==> src/rtl/morse_tx_scheduler.sv <==
// Round-robin Morse transmitter: arbitrates N_REQ letter requests and times dot/dash/space on one lamp.
// Optional `MORSE_SCHED_STATS_EN adds a 16-bit sent_count of completed letters.
module morse_tx_scheduler #(
  parameter int TICK_DIV = 25000000,
  parameter int N_REQ    = 4
) (
  input  logic                 clk,
  input  logic                 reset_n,
  input  logic [N_REQ-1:0]     req,
  input  logic [3*N_REQ-1:0]   letter,
  output logic [N_REQ-1:0]     ack,
  output logic [2:0]           grant_idx,
  output logic                 busy,
  output logic                 done,
  output logic                 morse_out
`ifdef MORSE_SCHED_STATS_EN
  ,
  output logic [15:0]          sent_count
`endif
);

  localparam int TW = $clog2(TICK_DIV);
  localparam logic [TW-1:0] TICK_LAST = TW'(TICK_DIV - 1);

  localparam logic [1:0] IDLE  = 2'd0;
  localparam logic [1:0] MARK  = 2'd1;
  localparam logic [1:0] SPACE = 2'd2;
  localparam logic [1:0] GAP   = 2'd3;

  logic [1:0]       state;
  logic [TW-1:0]    tick_cnt;
  logic [1:0]       unit_cnt;
  logic [1:0]       elem_idx;
  logic [1:0]       len_m1;
  logic [3:0]       dash_mask;
  logic [2:0]       last;

  logic [2:0]       winner;
  logic             found;
  int               best_rank;
  logic [2:0]       win_letter;
  logic [N_REQ-1:0] win_onehot;
  logic [1:0]       tbl_len_m1;
  logic [3:0]       tbl_dash;
  logic [1:0]       units_m1;
  logic             unit_end;
  logic             last_elem;

  // Rank each requester by its distance after the last winner; lowest pending rank wins.
  // NOTE: every always_comb output gets a default first, so no path can leave a latch behind.
  always_comb begin
    winner     = '0;
    win_letter = '0;
    best_rank  = N_REQ;
    for (int i = 0; i < N_REQ; i++) begin
      if (req[i] && (((i + N_REQ - int'(last) - 1) % N_REQ) < best_rank)) begin
        best_rank  = (i + N_REQ - int'(last) - 1) % N_REQ;
        winner     = 3'(i);
        win_letter = letter[3*i +: 3];
      end
    end
    found = (best_rank < N_REQ);
    for (int i = 0; i < N_REQ; i++) begin
      win_onehot[i] = found && (winner == 3'(i));
    end
  end

  // Element table: bit e of tbl_dash set means element e is a dash.
  always_comb begin
    tbl_len_m1 = 2'd0;
    tbl_dash   = 4'b0000;
    case (win_letter)
      3'd0: begin tbl_len_m1 = 2'd1; tbl_dash = 4'b0010; end  // A .-
      3'd1: begin tbl_len_m1 = 2'd3; tbl_dash = 4'b0001; end  // B -...
      3'd2: begin tbl_len_m1 = 2'd3; tbl_dash = 4'b0101; end  // C -.-.
      3'd3: begin tbl_len_m1 = 2'd2; tbl_dash = 4'b0001; end  // D -..
      3'd4: begin tbl_len_m1 = 2'd0; tbl_dash = 4'b0000; end  // E .
      3'd5: begin tbl_len_m1 = 2'd3; tbl_dash = 4'b0100; end  // F ..-.
      3'd6: begin tbl_len_m1 = 2'd2; tbl_dash = 4'b0011; end  // G --.
      default: begin tbl_len_m1 = 2'd3; tbl_dash = 4'b0000; end  // H ....
    endcase
  end

  always_comb begin
    units_m1 = 2'd0;
    case (state)
      MARK:    units_m1 = dash_mask[elem_idx] ? 2'd2 : 2'd0;
      GAP:     units_m1 = 2'd2;
      default: units_m1 = 2'd0;
    endcase
  end

  assign unit_end  = (tick_cnt == TICK_LAST) && (unit_cnt == units_m1);
  assign last_elem = (elem_idx == len_m1);

  assign busy      = (state != IDLE);
  assign morse_out = (state == MARK);
  assign done      = (state == GAP) && unit_end;

  // NOTE: sequential state uses non-blocking assignments so every register sees pre-edge values.
  always_ff @(posedge clk or negedge reset_n) begin
    if (!reset_n) begin
      state     <= IDLE;
      ack       <= '0;
      grant_idx <= '0;
      last      <= 3'(N_REQ - 1);
      tick_cnt  <= '0;
      unit_cnt  <= '0;
      elem_idx  <= '0;
      len_m1    <= '0;
      dash_mask <= '0;
    end else begin
      ack <= '0;
      case (state)
        IDLE: begin
          if (found) begin
            ack       <= win_onehot;
            grant_idx <= winner;
            last      <= winner;
            len_m1    <= tbl_len_m1;
            dash_mask <= tbl_dash;
            elem_idx  <= '0;
            tick_cnt  <= '0;
            unit_cnt  <= '0;
            state     <= MARK;
          end
        end
        default: begin
          if (unit_end) begin
            // Counters restart on every state entry so each duration is exact.
            tick_cnt <= '0;
            unit_cnt <= '0;
            case (state)
              MARK:    state <= last_elem ? GAP : SPACE;
              SPACE: begin
                elem_idx <= elem_idx + 2'd1;
                state    <= MARK;
              end
              default: state <= IDLE;
            endcase
          end else if (tick_cnt == TICK_LAST) begin
            tick_cnt <= '0;
            unit_cnt <= unit_cnt + 2'd1;
          end else begin
            tick_cnt <= tick_cnt + 1'b1;
          end
        end
      endcase
    end
  end

`ifdef MORSE_SCHED_STATS_EN
  always_ff @(posedge clk or negedge reset_n) begin
    if (!reset_n) begin
      sent_count <= '0;
    end else if (done) begin
      sent_count <= sent_count + 16'd1;
    end
  end
`endif

endmodule
==> config.mk <==
export PLATFORM = sky130hd
export DESIGN_NAME = morse_tx_scheduler
export DESIGN_NICKNAME = d
export VERILOG_FILES = /design/src/rtl/morse_tx_scheduler.sv
export SDC_FILE = /design/constraint.sdc
export NUM_CORES = 1
export LEC_CHECK = 0
export ABC_AREA = 1
export CAP_MARGIN = 20
export CORE_ASPECT_RATIO = 1.1
export CORE_MARGIN = 8
export CORE_UTILIZATION = 45
export DETAILED_ROUTE_END_ITERATION = 7
export HOLD_SLACK_MARGIN = 0.03
export MAX_ROUTING_LAYER = met4
export PLACE_DENSITY = 0.75
export SLEW_MARGIN = 0
export SYNTH_ARGS = -nofsm -noshare
export SYNTH_HDL_FRONTEND = slang
export SYNTH_SLANG_ARGS = --single-unit
export TNS_END_PERCENT = 30
==> constraint.sdc <==
create_clock -name clk -period 4.1 [get_ports clk]
set_input_delay 0.41 -clock clk [delete_from_list [all_inputs] [get_ports clk]]
set_output_delay 0.41 -clock clk [all_outputs]
set_load 0.02 [all_outputs]
==> impl_metrics.toml <==
[synthesis]
synth_area_um2 = 3019
async_flop_share_pct = 100.0
ys.flop_type = "dfrtp_1"
synth_area_leaders = "dfrtp_1 35%, nand2_1 11%, inv_1 8.1%, ha_1 6.6%, o21ai_0 5.0%"
synth-seq-cells = 44
synth_warnings = 0
synth-edff-count = 0
syn_inst = 410
yosysMostFrequentCell = "nand2_1"
synth_top_area_share_pct = 34.81
syn_avg_cell_area_um2 = 7.364
ys_seq_area_share_pct = 36.55
syn_nets = 444
synth_top_cells_by_count = "88 x nand2_1, 65 x inv_1, 42 x dfrtp_1"
synth_top_area_cell = "dfrtp_1"
synth_cell_types = 41

[power]
power_frac_seq_pct = 25.9
leakage_uw = 0.001624
power_frac_comb_pct = 59.6
clockPowerShare_pct = 14.5
vdd_drop_max_v = 0.0005734
p_int_uw = 1302
power.switching_uw = 1116
power_uw = 2418
swShare_pct = 46.17
powerDensity_nw_per_um2 = 661.8

[setup_path]
cp_max_fo = 7
required_ns = 4.29
cp_slowest_cell = "dfstp_2"
crit_path_end_kind = "register"
path_class = "reg -> reg"
start_kind = "register"
max_stage_delay_ns = 0.59
cpMostUsedCell = "nand2_1"
worstPathArrival_ns = 4.19

[floorplanning]
die_area_um2 = 9589
core_um2 = 6555
rows = 31
die_x_um = 94.10
io-pin-count = 28
start_util_pct = 46.06
die_h_um = 101.9

[finish]
n_fill_cell = 606
layout-drive-gt1-share_pct = 14.32
nNetsFinal = 480
syn_to_final_growth_pct = 21.01
fin_cells = 529
antennaDiodeCount = 0
seq_area_um2 = 1104
multi_input_area_um2 = 1718
fin_area_um2 = 3654

[placed_design]
dp_hpwl_mm = 5.079
port-buffer-count = 26
placedCellCount = 514
place_congestion = 0.8764
placed_cell_area_um2 = 3343

[drt]
first_pass_iters = 4
wire_per_inst_um = 12.97
drc = 0
ant_nets = 0
routed-via-count = 2748
totalWireLength_mm = 6.860
drt-vias-per-instance = 5.195
drt_iter0_drc = 96

[timing]
finalMaxSlewViolations = 0
hold_violations = 0
period_minus_slack_ns = 4.003
setup_viol = 0
worst_hold_slack_ns = 0.4528
slew_headroom_pct = 65.17
tns_ns = 0
timing.fmax_mhz = 249.8
fin_crit_sh_pct = 97.64
fin_skew_ns = 0.01037
worstMarginPinSlew_ns = 0.5218

[run_status]
outcome = "finished, final reports clean"

[global_route]
grt_usage_pct = 15.30
overflow = 0
antenna_found_initial = 0
grt_pass1_wl_mm = 11.72
grt_pass1_vias = 2662
grt_max_degree = 45

[cts]
cts_max_path_buffers = 2
cts_buffers = 5
clock_latency_ns = 0.30
clockRootBuffer = "clkbuf_8"
clock_sinks = 44
cts_tree = "done"
clk_pin_slew_worst_paths_ns = 0.09
htreeDepth = 2

[worst_hold_path]
hp-class = "in -> async"

[job]
cap_violations = 0
## metal layers
metal | global-route usage [%] | part of all wire, %
met5 | - | 0
met1 | 17.58 | 45
met4 | 3.663 | 1.3
met3 | 3.306 | 3.6
met2 | 26.47 | 50
## registers in the layout, summed over array words and instances (netlist names)
signal	cells
grant_idx	2
dash_mask	3
tick_cnt	25
unit_cnt	2
len_m1	2
elem_idx	2
state	2
last	2
ack	4
## kinds of logic (layout without fill, tap and decap cells)
kind of cell,after synthesis,after routing,share of synthesized area [%]
other cells,2,2,0.2487
simple gates,188,189,30.13
buf+inv,78,114,10.57
xor+xnor,3,3,0.8704
fa+ha+maj,16,16,6.631
flops,44,44,36.55
compound gates,79,79,15.00
## power by group through the flow
stage	registers, uW	clock network [uW]	logic (uW)
6_report	627	350	1440
4_1_cts	630	357	1210
3_3_place_gp	635	0	1180
2_1_floorplan	644	0	901
5_1_grt	643	380	1630
3_5_place_dp	637	0	1210
## layout by cell type, fill, tap and decap left out, drive strengths merged, types with 2 or more instances in the layout
cell and instances:
nand2 91, inv 71, nor2 48, o21ai 44, dfrtp 42, clkdlybuf4s50 25
nand3 19, nand4 16, ha 16, a21oi 13, o22ai 10, nor3 8
buf 8, nor4 6, clkbuf 6, a22oi 3, o311ai 2, xor2 2
conb 2, dfstp 2, clkinv 2
## per-stage QoR
stage	utilization, %	setup slack [ns]
finish	55.74	0.09680
global route	55.74	-0.1240
CTS	52.93	0.01379
detailed placement	51.00	-0.04759
global placement	51.00	0.09872
floorplan	-	0.1771
## cell type report
class / instances / share of cell area (%)
multi-input combinational: 289 / 47.02
sequential: 44 / 30.21
timing repair buffer: 34 / 9.247
inverter: 72 / 7.397
tap: 82 / 2.808
clock buffer: 6 / 2.260
clock inverter: 2 / 1.062
## final timing paths
kind | startpoint | endpoint | slack [ns] | cells after the start
max in group asynchronous | reset_n | last[0] | 3.16 | 3
hold / removal | reset_n | tick_cnt[4] | 0.45 | 2
hold reg to reg | unit_cnt[1] | unit_cnt[1] | 0.50 | 2
setup reg to reg | last[0] | dash_mask[1] | 0.1 | 31
min in group clk | unit_cnt[1] | unit_cnt[1] | 0.50 | 2
setup / recovery | last[0] | dash_mask[1] | 0.1 | 31
## critical path: cells and delay by family (launching register included)
family | cells | cell delay [ns]
compound gates | 4 | 0.50
simple gates | 19 | 1.49
flops | 1 | 0.59
fa+ha+maj | 4 | 0.97
buf+inv | 4 | 0.36
## timing repair
action / in CTS / in global routing
pin swaps: 0 / 10
hold buffers: 0 / 1
setup endpoints to repair: 5 / 36
buffers inserted: 0 / 4
gates cloned: 0 / 1
hold endpoints to repair: 0 / 4
resized for setup: 3 / 27
(Power assumes the default switching activity.)
